===== src/rtl/vmem_pkg.sv =====
// Shared constants and FSM state encoding for the vector memory sequencer.
package vmem_pkg;

  localparam int unsigned VLEN_DEF   = 16;
  localparam int unsigned DATA_W_DEF = 16;
  localparam int unsigned ADDR_W_DEF = 16;
  localparam int unsigned IDX_W_DEF  = $clog2(VLEN_DEF);

  typedef enum logic [2:0] {
    S_IDLE  = 3'd0,
    S_LOAD  = 3'd1,
    S_STORE = 3'd2,
    S_DRAIN = 3'd3,
    S_DONE  = 3'd4
  } state_e;

endpackage


===== src/rtl/vmem_idx_gen.sv =====
// Issue-index counter with a running element address (base + i*stride, wrapping).
module vmem_idx_gen #(
  parameter int unsigned IDX_W  = 4,
  parameter int unsigned ADDR_W = 16
) (
  input  logic              i_clk,
  input  logic              i_rst,
  input  logic              i_load,
  input  logic              i_adv,
  input  logic [ADDR_W-1:0] i_base,
  input  logic [ADDR_W-1:0] i_stride,
  output logic [IDX_W-1:0]  o_idx,
  output logic [ADDR_W-1:0] o_addr,
  output logic              o_last
);

  logic [IDX_W-1:0]  r_idx;
  logic [ADDR_W-1:0] r_addr;
  logic [ADDR_W-1:0] r_stride;

  // Address is accumulated rather than multiplied; modulo wrap comes for free.
  always_ff @(posedge i_clk) begin
    if (i_rst) begin
      r_idx    <= '0;
      r_addr   <= '0;
      r_stride <= '0;
    end else if (i_load) begin
      r_idx    <= '0;
      r_addr   <= i_base;
      r_stride <= i_stride;
    end else if (i_adv) begin
      r_idx    <= r_idx + IDX_W'(1);
      r_addr   <= r_addr + r_stride;
    end
  end

  assign o_idx  = r_idx;
  assign o_addr = r_addr;
  assign o_last = &r_idx;

endmodule


===== src/rtl/vec_mem_seq.sv =====
// Vector memory sequencer: walks VLEN DRAM words into or out of one vector register.
// Optional VMEM_STRIDE_EN adds a signed 6-bit element stride port.
module vec_mem_seq
  import vmem_pkg::*;
#(
  parameter int unsigned VLEN   = VLEN_DEF,
  parameter int unsigned DATA_W = DATA_W_DEF,
  parameter int unsigned ADDR_W = ADDR_W_DEF
) (
  input  logic                     Clk1,
  input  logic                     Rst,
  input  logic                     start,
  input  logic                     isStore,
  input  logic [ADDR_W-1:0]        baseAddr,
  input  logic [2:0]               vreg,
`ifdef VMEM_STRIDE_EN
  input  logic signed [5:0]        stride,
`endif
  output logic                     busy,
  output logic                     done,
  output logic [ADDR_W-1:0]        memAddr,
  output logic                     memRd,
  output logic                     memWr,
  input  logic                     memReady,
  output logic [DATA_W-1:0]        memWdata,
  input  logic [DATA_W-1:0]        memRdata,
  output logic [2:0]               vrfSel,
  output logic [$clog2(VLEN)-1:0]  vrfIdx,
  output logic                     vrfWrEn,
  output logic [DATA_W-1:0]        vrfWrData,
  input  logic [DATA_W-1:0]        vrfRdData
);

  localparam int unsigned IDX_W = $clog2(VLEN);

  state_e            r_state, w_state_nx;
  logic              r_busy, r_done, r_mem_rd, r_mem_wr, r_vrf_wr_en;
  logic              w_busy_nx, w_done_nx, w_rd_nx, w_wr_nx, w_wr_en_nx;
  logic [2:0]        r_vrf_sel;
  logic [IDX_W-1:0]  r_vrf_idx;
  logic              w_accept, w_adv, w_last;
  logic [IDX_W-1:0]  w_idx;
  logic [ADDR_W-1:0] w_addr, w_stride;

`ifdef VMEM_STRIDE_EN
  assign w_stride = ADDR_W'(stride);
`else
  assign w_stride = ADDR_W'(1);
`endif

  assign w_accept = (r_state == S_IDLE) && start;
  assign w_adv    = ((r_state == S_LOAD) || (r_state == S_STORE)) && memReady;

  vmem_idx_gen #(
    .IDX_W  (IDX_W),
    .ADDR_W (ADDR_W)
  ) u_idx_gen (
    .i_clk    (Clk1),
    .i_rst    (Rst),
    .i_load   (w_accept),
    .i_adv    (w_adv),
    .i_base   (baseAddr),
    .i_stride (w_stride),
    .o_idx    (w_idx),
    .o_addr   (w_addr),
    .o_last   (w_last)
  );

  // Next state and next values of the registered strobes.
  always_comb begin
    w_state_nx = r_state;
    w_wr_en_nx = 1'b0;
    case (r_state)
      S_IDLE:  if (start) w_state_nx = isStore ? S_STORE : S_LOAD;
      S_LOAD: begin
        w_wr_en_nx = memReady;
        if (memReady && w_last) w_state_nx = S_DRAIN;
      end
      S_STORE: if (memReady && w_last) w_state_nx = S_DONE;
      S_DRAIN: w_state_nx = S_DONE;
      S_DONE:  w_state_nx = S_IDLE;
      default: w_state_nx = S_IDLE;
    endcase
    w_rd_nx   = (w_state_nx == S_LOAD);
    w_wr_nx   = (w_state_nx == S_STORE);
    w_busy_nx = (w_state_nx == S_LOAD) || (w_state_nx == S_STORE) ||
                (w_state_nx == S_DRAIN);
    w_done_nx = (w_state_nx == S_DONE);
  end

  always_ff @(posedge Clk1) begin
    if (Rst) begin
      r_state     <= S_IDLE;
      r_busy      <= 1'b0;
      r_done      <= 1'b0;
      r_mem_rd    <= 1'b0;
      r_mem_wr    <= 1'b0;
      r_vrf_wr_en <= 1'b0;
      r_vrf_sel   <= '0;
      r_vrf_idx   <= '0;
    end else begin
      r_state     <= w_state_nx;
      r_busy      <= w_busy_nx;
      r_done      <= w_done_nx;
      r_mem_rd    <= w_rd_nx;
      r_mem_wr    <= w_wr_nx;
      r_vrf_wr_en <= w_wr_en_nx;
      if (w_accept) r_vrf_sel <= vreg;
      // Reads retire in order, so the write index equals the accepted issue index.
      if ((r_state == S_LOAD) && memReady) r_vrf_idx <= w_idx;
    end
  end

  assign busy    = r_busy;
  assign done    = r_done;
  assign memRd   = r_mem_rd;
  assign memWr   = r_mem_wr;
  assign memAddr = w_addr;
  assign vrfSel  = r_vrf_sel;
  assign vrfWrEn = r_vrf_wr_en;

  // DRAM read data arrives in the write cycle itself, so it is forwarded, gated by the strobe.
  assign vrfWrData = r_vrf_wr_en ? memRdata : '0;
  assign memWdata  = (r_state == S_STORE) ? vrfRdData : '0;
  assign vrfIdx    = (r_state == S_STORE) ? w_idx : r_vrf_idx;

endmodule


===== config.mk =====
export PLATFORM = sky130hd
export DESIGN_NAME = vec_mem_seq
export DESIGN_NICKNAME = d
export VERILOG_FILES = /design/src/rtl/vmem_pkg.sv /design/src/rtl/vmem_idx_gen.sv /design/src/rtl/vec_mem_seq.sv
export SDC_FILE = /design/constraint.sdc
export NUM_CORES = 1
export LEC_CHECK = 0
export ABC_AREA = 1
export CAP_MARGIN = 0
export CELL_PAD_IN_SITES_DETAIL_PLACEMENT = 0
export CELL_PAD_IN_SITES_GLOBAL_PLACEMENT = 2
export CORE_MARGIN = 2
export CORE_UTILIZATION = 21
export CTS_BUF_LIST = sky130_fd_sc_hd__clkbuf_8
export DETAILED_ROUTE_END_ITERATION = 8
export PLACE_DENSITY_LB_ADDON = 0.2
export SLEW_MARGIN = 25
export SYNTH_ARGS = -nofsm -noshare
export SYNTH_HDL_FRONTEND = slang
export SYNTH_SLANG_ARGS = --single-unit

===== constraint.sdc =====
create_clock -name Clk1 -period 4 [get_ports Clk1]
set_clock_uncertainty 0.15 [all_clocks]
set_input_delay 0.8 -clock Clk1 [delete_from_list [all_inputs] [get_ports Clk1]]
set_output_delay 0.8 -clock Clk1 [all_outputs]
set_load 0.01 [all_outputs]

# --- Yosys cells after proc, flatten, opt, wreduce, memory -nomap -nowiden ---
# Cells that the tools add are included.
totals:
  regBits: 36
  latchBits: 0
  inputBits: 56
  out_inout_bits: 60
  memories: 0
  ramBits: 0
  romBits: 0
  word_cells: 43
op_classes:
  bitwise_logic: 1
  n_mux: 10
  n_lt_le_gt_ge: 0
  n_shift: 0
  n_mul: 0
  n_eq_ne: 7
  n_div: 0
  addsub: 2
  n_reduce_logical: 12
op_table:
  columns: ["operator", "n"]
  rows:
  - ["$mux 16", 4]
  - ["$add 16x1->16", 1]
  - ["$eq 3x2->1 const B", 4]
  - ["$pmux 3 s4", 1]
  - ["$mux 3", 3]
  - ["$eq 3x1->1 const B", 2]
  - ["$add 4x1->4 const B", 1]
  - ["$logic_and 1x1->1", 4]
  - ["$mux 4", 1]
  - ["$reduce_and 4->1", 1]
  - ["$reduce_or 2->1", 2]
  - ["$eq 3x3->1 const B", 1]
  - ["$logic_not 3->1", 1]
  - ["$logic_or 1x1->1", 3]
  - ["$mux 2", 1]
  - ["$reduce_bool 2->1", 1]
  - ["$not 1->1", 1]

# --- Depth between registers and ports, before layout ---
depth:
  word_depth: 7
  depth_mapped: 11
  ltp_nobuf: 10

# --- By module ---
# From an unflattened synthesis, not the netlist that was laid out.
hier_totals:
  hier_cells: 499
  area_unflattened_um2: 3233.1
modules_own_cells:
  columns: ["module", "instances", "cells_each", "seq_area_each_um2", "area_per_inst_um2"]
  rows:
  - ["vmem_idx_gen", 1, 344, 720.7, 2323.5]
  - ["vec_mem_seq", 1, 155, 300.3, 909.6]

# --- Worst setup path after synthesis ---
# Ideal clock, no wire load.
synth_path:
  path_type: "reg-to-output"
  start: "reg r_state[0]"
  end: "out vrfIdx[0]"
  n_path_buf: 1
  required_time_ns: 3.050
  slack_ns: 2.003
  stages_incl_launch_ff: 5
  arrival_ns: 1.047
  cell_sequence: "dfxtp_1 -> inv_1 -> nand3_2 -> clkbuf_1 -> o21ai_0"
synth_between:
  elab_chain_cells: 2
synth_lines:
  columns: ["element", "line", "text"]
  rows:
  - ["start: declaration", "vec_mem_seq.sv:36", "state_e r_state, w_state_nx;"]
  - ["start signal: assignment", "vec_mem_seq.sv:102", "r_state <= w_state_nx;"]
  - ["$eq 3x2->1", "vec_mem_seq.sv:125", "assign vrfIdx = (r_state == S_STORE) ? w_idx : r_vrf_idx;"]
  - ["$mux 4", "vec_mem_seq.sv:125", null]
  - ["end: declaration", "vec_mem_seq.sv:28", "output logic [$clog2(VLEN)-1:0] vrfIdx,"]
# Every way passes these cells.

# --- Worst setup path in the final report ---
layout_path:
  start: "reg r_state[0]"
  end: "out vrfIdx[3]"
# The elaborated chain is that of the path after synthesis.

==> summary.txt <==
Global route
  – Vias in the first global route: 2437
  – Wire length of the first global-routing pass: 11.8 mm
  – Initial antenna violation count: 0
  – Tot GR Track Use: 0.130
  – Largest net degree at the start of global routing: 25
  – Grt ovf: 0

Power
  – Peak supply drop: about 220 uV
  – Final Power: 1.06 mW
  – Lkg Pwr: approximately 1.6 nW
  – PwrDens: 297 nW/um2

Finish
  – P&R area growth vs syn: 62.9%
  – FF+latch area: 721 um2
  – Number of antenna diodes: 0
  – Layout cells sized above 1: 0.0467
  – Multi-input logic area: 1140 um2
  – Commonest cells after routing, fill and taps aside: clkdlybuf4s50_1, nand2_1, inv_1
  – Final net count: about 530
  – Commonest non-fill, non-tap cell in the layout: clkdlybuf4s50_1
  – Fillers: 1116

Logic synthesis
  – Multiplexer share of the synthesized area: 0
  – Sequential area share after synthesis: 0.329
  – Leading area contributor after synthesis: dfxtp_1
  – Post-synthesis cell type count: 29
  – Post-synthesis adder-cell area fraction: 0.0171
  – Cell Area, Synth: 2190 um2
  – Main combinational cell family by area after synthesis: simple AND/OR/NAND/NOR gates
  – Post-Synthesis Cells: 359
  – Simple-Gate Fraction of Synth Area: 0.366
  – Synth Area in XOR/XNOR: 0.0120
  – Syn nets: 418
  – Share of the synthesized area in the top cell type: 0.329
  – Synth warn: 0
  – Compound-gate portion of the synthesized area: 0.123
  – Post-synthesis register bit count: 36
  – Ranking of synthesized cells by area: dfxtp_1, nand2_1, inv_1, nor2_1, nand3_1
  – Syn avg cell area: 6.11 um2

Detailed routing
  – Drt first-iter violations: a little over 100
  – Via density: 4.17
  – Routed len/inst: 12.0 um
  – DRC: 0
  – Antenna viol nets, final: 0
  – DRT Wirelength: 7.31 mm
  – Drt pass-1 iters: 4
  – Vias: 2532

Setup path
  – WP depth: 4
  – Crit. End Element: output port
  – Worst EP arrival: 2110 ps
  – CP max stage cell: clkdlybuf4s50_1
  – Crit. Startpoint: r_state[0]
  – CP Cell Sequence: inv_1 -> nand3_2 -> o21ai_0 -> clkdlybuf4s50_1
  – Element type at the critical path start: flop
  – Reg2reg start: r_state[0]
  – Reg-to-reg slack, setup: around 2000 ps
  – CP peak stage delay: 600 ps
  – CP bufs+invs: 2
  – Worst r2r dst: u_idx_gen.o_addr[5]
  – Worst path top cell family by delay: buffers and inverters
  – Crit path max fanout: 24
  – WS Path Type: reg -> out
  – Worst r2r path cells: 8
  – Data required, critical path: 3050 ps

Die
  – Initial Util: 0.214
  – Die extent in y: 106 um
  – Core Rows: 37
  – Die area: 11300 um2
  – Core ar.: 10200 um2
  – Die W: 106 um
  – IO Pins: approximately 120

Timing
  – Max Freq: 0.326 GHz
  – Final Hold Viols: 0
  – Slew HR: 0.644
  – Min Tclk post-route: 3060 ps
  – Max-slew violations: 0
  – Worst slew pin tran: 534 ps
  – RSZ-0062 raised after global routing: false
  – Fin crit share: 0.766
  – Final Setup Violations: 0
  – Final TNS setup: 0 ps

Worst hold path
  – Worst min-delay path startpoint: r_vrf_idx[1]
  – Worst Hold Path Cells: 2
  – Worst min path class: reg -> reg
  – Min-Delay Endpoint: r_vrf_idx[1]

Clocking
  – CTS resizes: 0
  – Hold_buf cts: 0
  – Worst-path clk slew: 70 ps
  – CTS tree: yes
  – Worst-Skew Late Latency: ~290 ps
  – Clk root buf: clkbuf_8
  – CTS Buf Count: 5
  – Clock Sinks: 36
  – CTS max path bufs: 2
  – H-tree Lvls: 2
  – Setup repair bufs after CTS: 0

Placed design
  – Input/output buffers: 115
  – Dpl hpwl: 5.52 mm
  – Gpl congestion: 0.766

Job
  – Max-Cap Viols: 0

Status
  – Status: complete, no violations
[kinds of logic after synthesis]
| logic type | after synthesis |
|---|---|
| flip-flops | 36 |
| XOR/XNOR | 3 |
| AND/OR/NAND/NOR | 184 |
| AO/OA/AOI/OAI | 49 |
| adder cells (fa/ha/maj) | 3 |
| buffers and inverters | 84 |
[how the worst max path moves through the flow]
stage	to	slack [ps]
floorplan	vrfIdx[0]	2000
global placement	memWdata[1]	1100
detailed placement	memWdata[2]	1100
CTS	vrfIdx[3]	850
global route	vrfIdx[3]	700
finish	vrfIdx[3]	940
[cell type report]
type,instances,share of cell area
timing repair buffer,117,0.327
multi-input combinational,239,0.318
sequential,36,0.202
inverter,71,0.0746
tap,136,0.0477
clock buffer,5,0.0193
clock inverter,3,0.0119
[layer usage]
metal	GRT usage	wire, um	share of wire
met2	0.223	3280	0.45
met5	0	0	0
met1	0.161	3440	0.47
met4	0.0338	67	0.0092
met3	0.0337	523	0.072
[metrics by stage]
| stage | instance area [um2] | utilization | worst slack (ps) | std cells | hold slack, ps |
|---|---|---|---|---|---|
| 2_1_floorplan | 2190 | - | 2000 | 359 | 275 |
| 3_3_place_gp | 3460 | 0.338 | 1100 | 599 | 286 |
| 3_5_place_dp | 3460 | 0.338 | 1100 | 599 | 304 |
| 4_1_cts | 3570 | 0.349 | 854 | 607 | 315 |
| 5_1_grt | 3570 | 0.349 | 702 | 607 | 335 |
| 6_report | 3570 | 0.349 | 935 | 607 | 314 |
[cell usage after synthesis, drive strengths merged]
cell	count
inv	71
xor2	3
ha	3
o21ai	21
nand4	8
nand3	26
or2	1
a21oi	20
nand2	103
o2111ai	1
nand3b	2
clkbuf	7
o211ai	1
o21a	1
a31oi	3
nor2	40
nor3	3
nor3b	1
dfxtp	36
buf	6
a2111oi	2
[tightest hold or removal path: stages (launching register included)]
cell and delay [ps]:
dfxtp_1 300, inv_1 60, a21oi_1 60
[registers in the layout (all words and copies together) (netlist names)]
register and flops:
busy 1, u_idx_gen.o_addr 16, done 1, r_vrf_idx 4, u_idx_gen.o_idx 4, memRd 1
memWr 1, vrfWrEn 1, u_idx_gen.r_stride 1, r_state 3, vrfSel 3
[power breakdown]
| part | switching (mW) | total [mW] | internal [mW] | leakage [nW] |
|---|---|---|---|---|
| Sequential | 0.0339 | 0.422 | 0.388 | 0.295 |
| Clock | 0.139 | 0.324 | 0.185 | 0.0541 |
| Combinational | 0.155 | 0.316 | 0.161 | 1.23 |
| Total | 0.328 | 1.06 | 0.734 | 1.58 |
(Power assumes the default switching activity.)
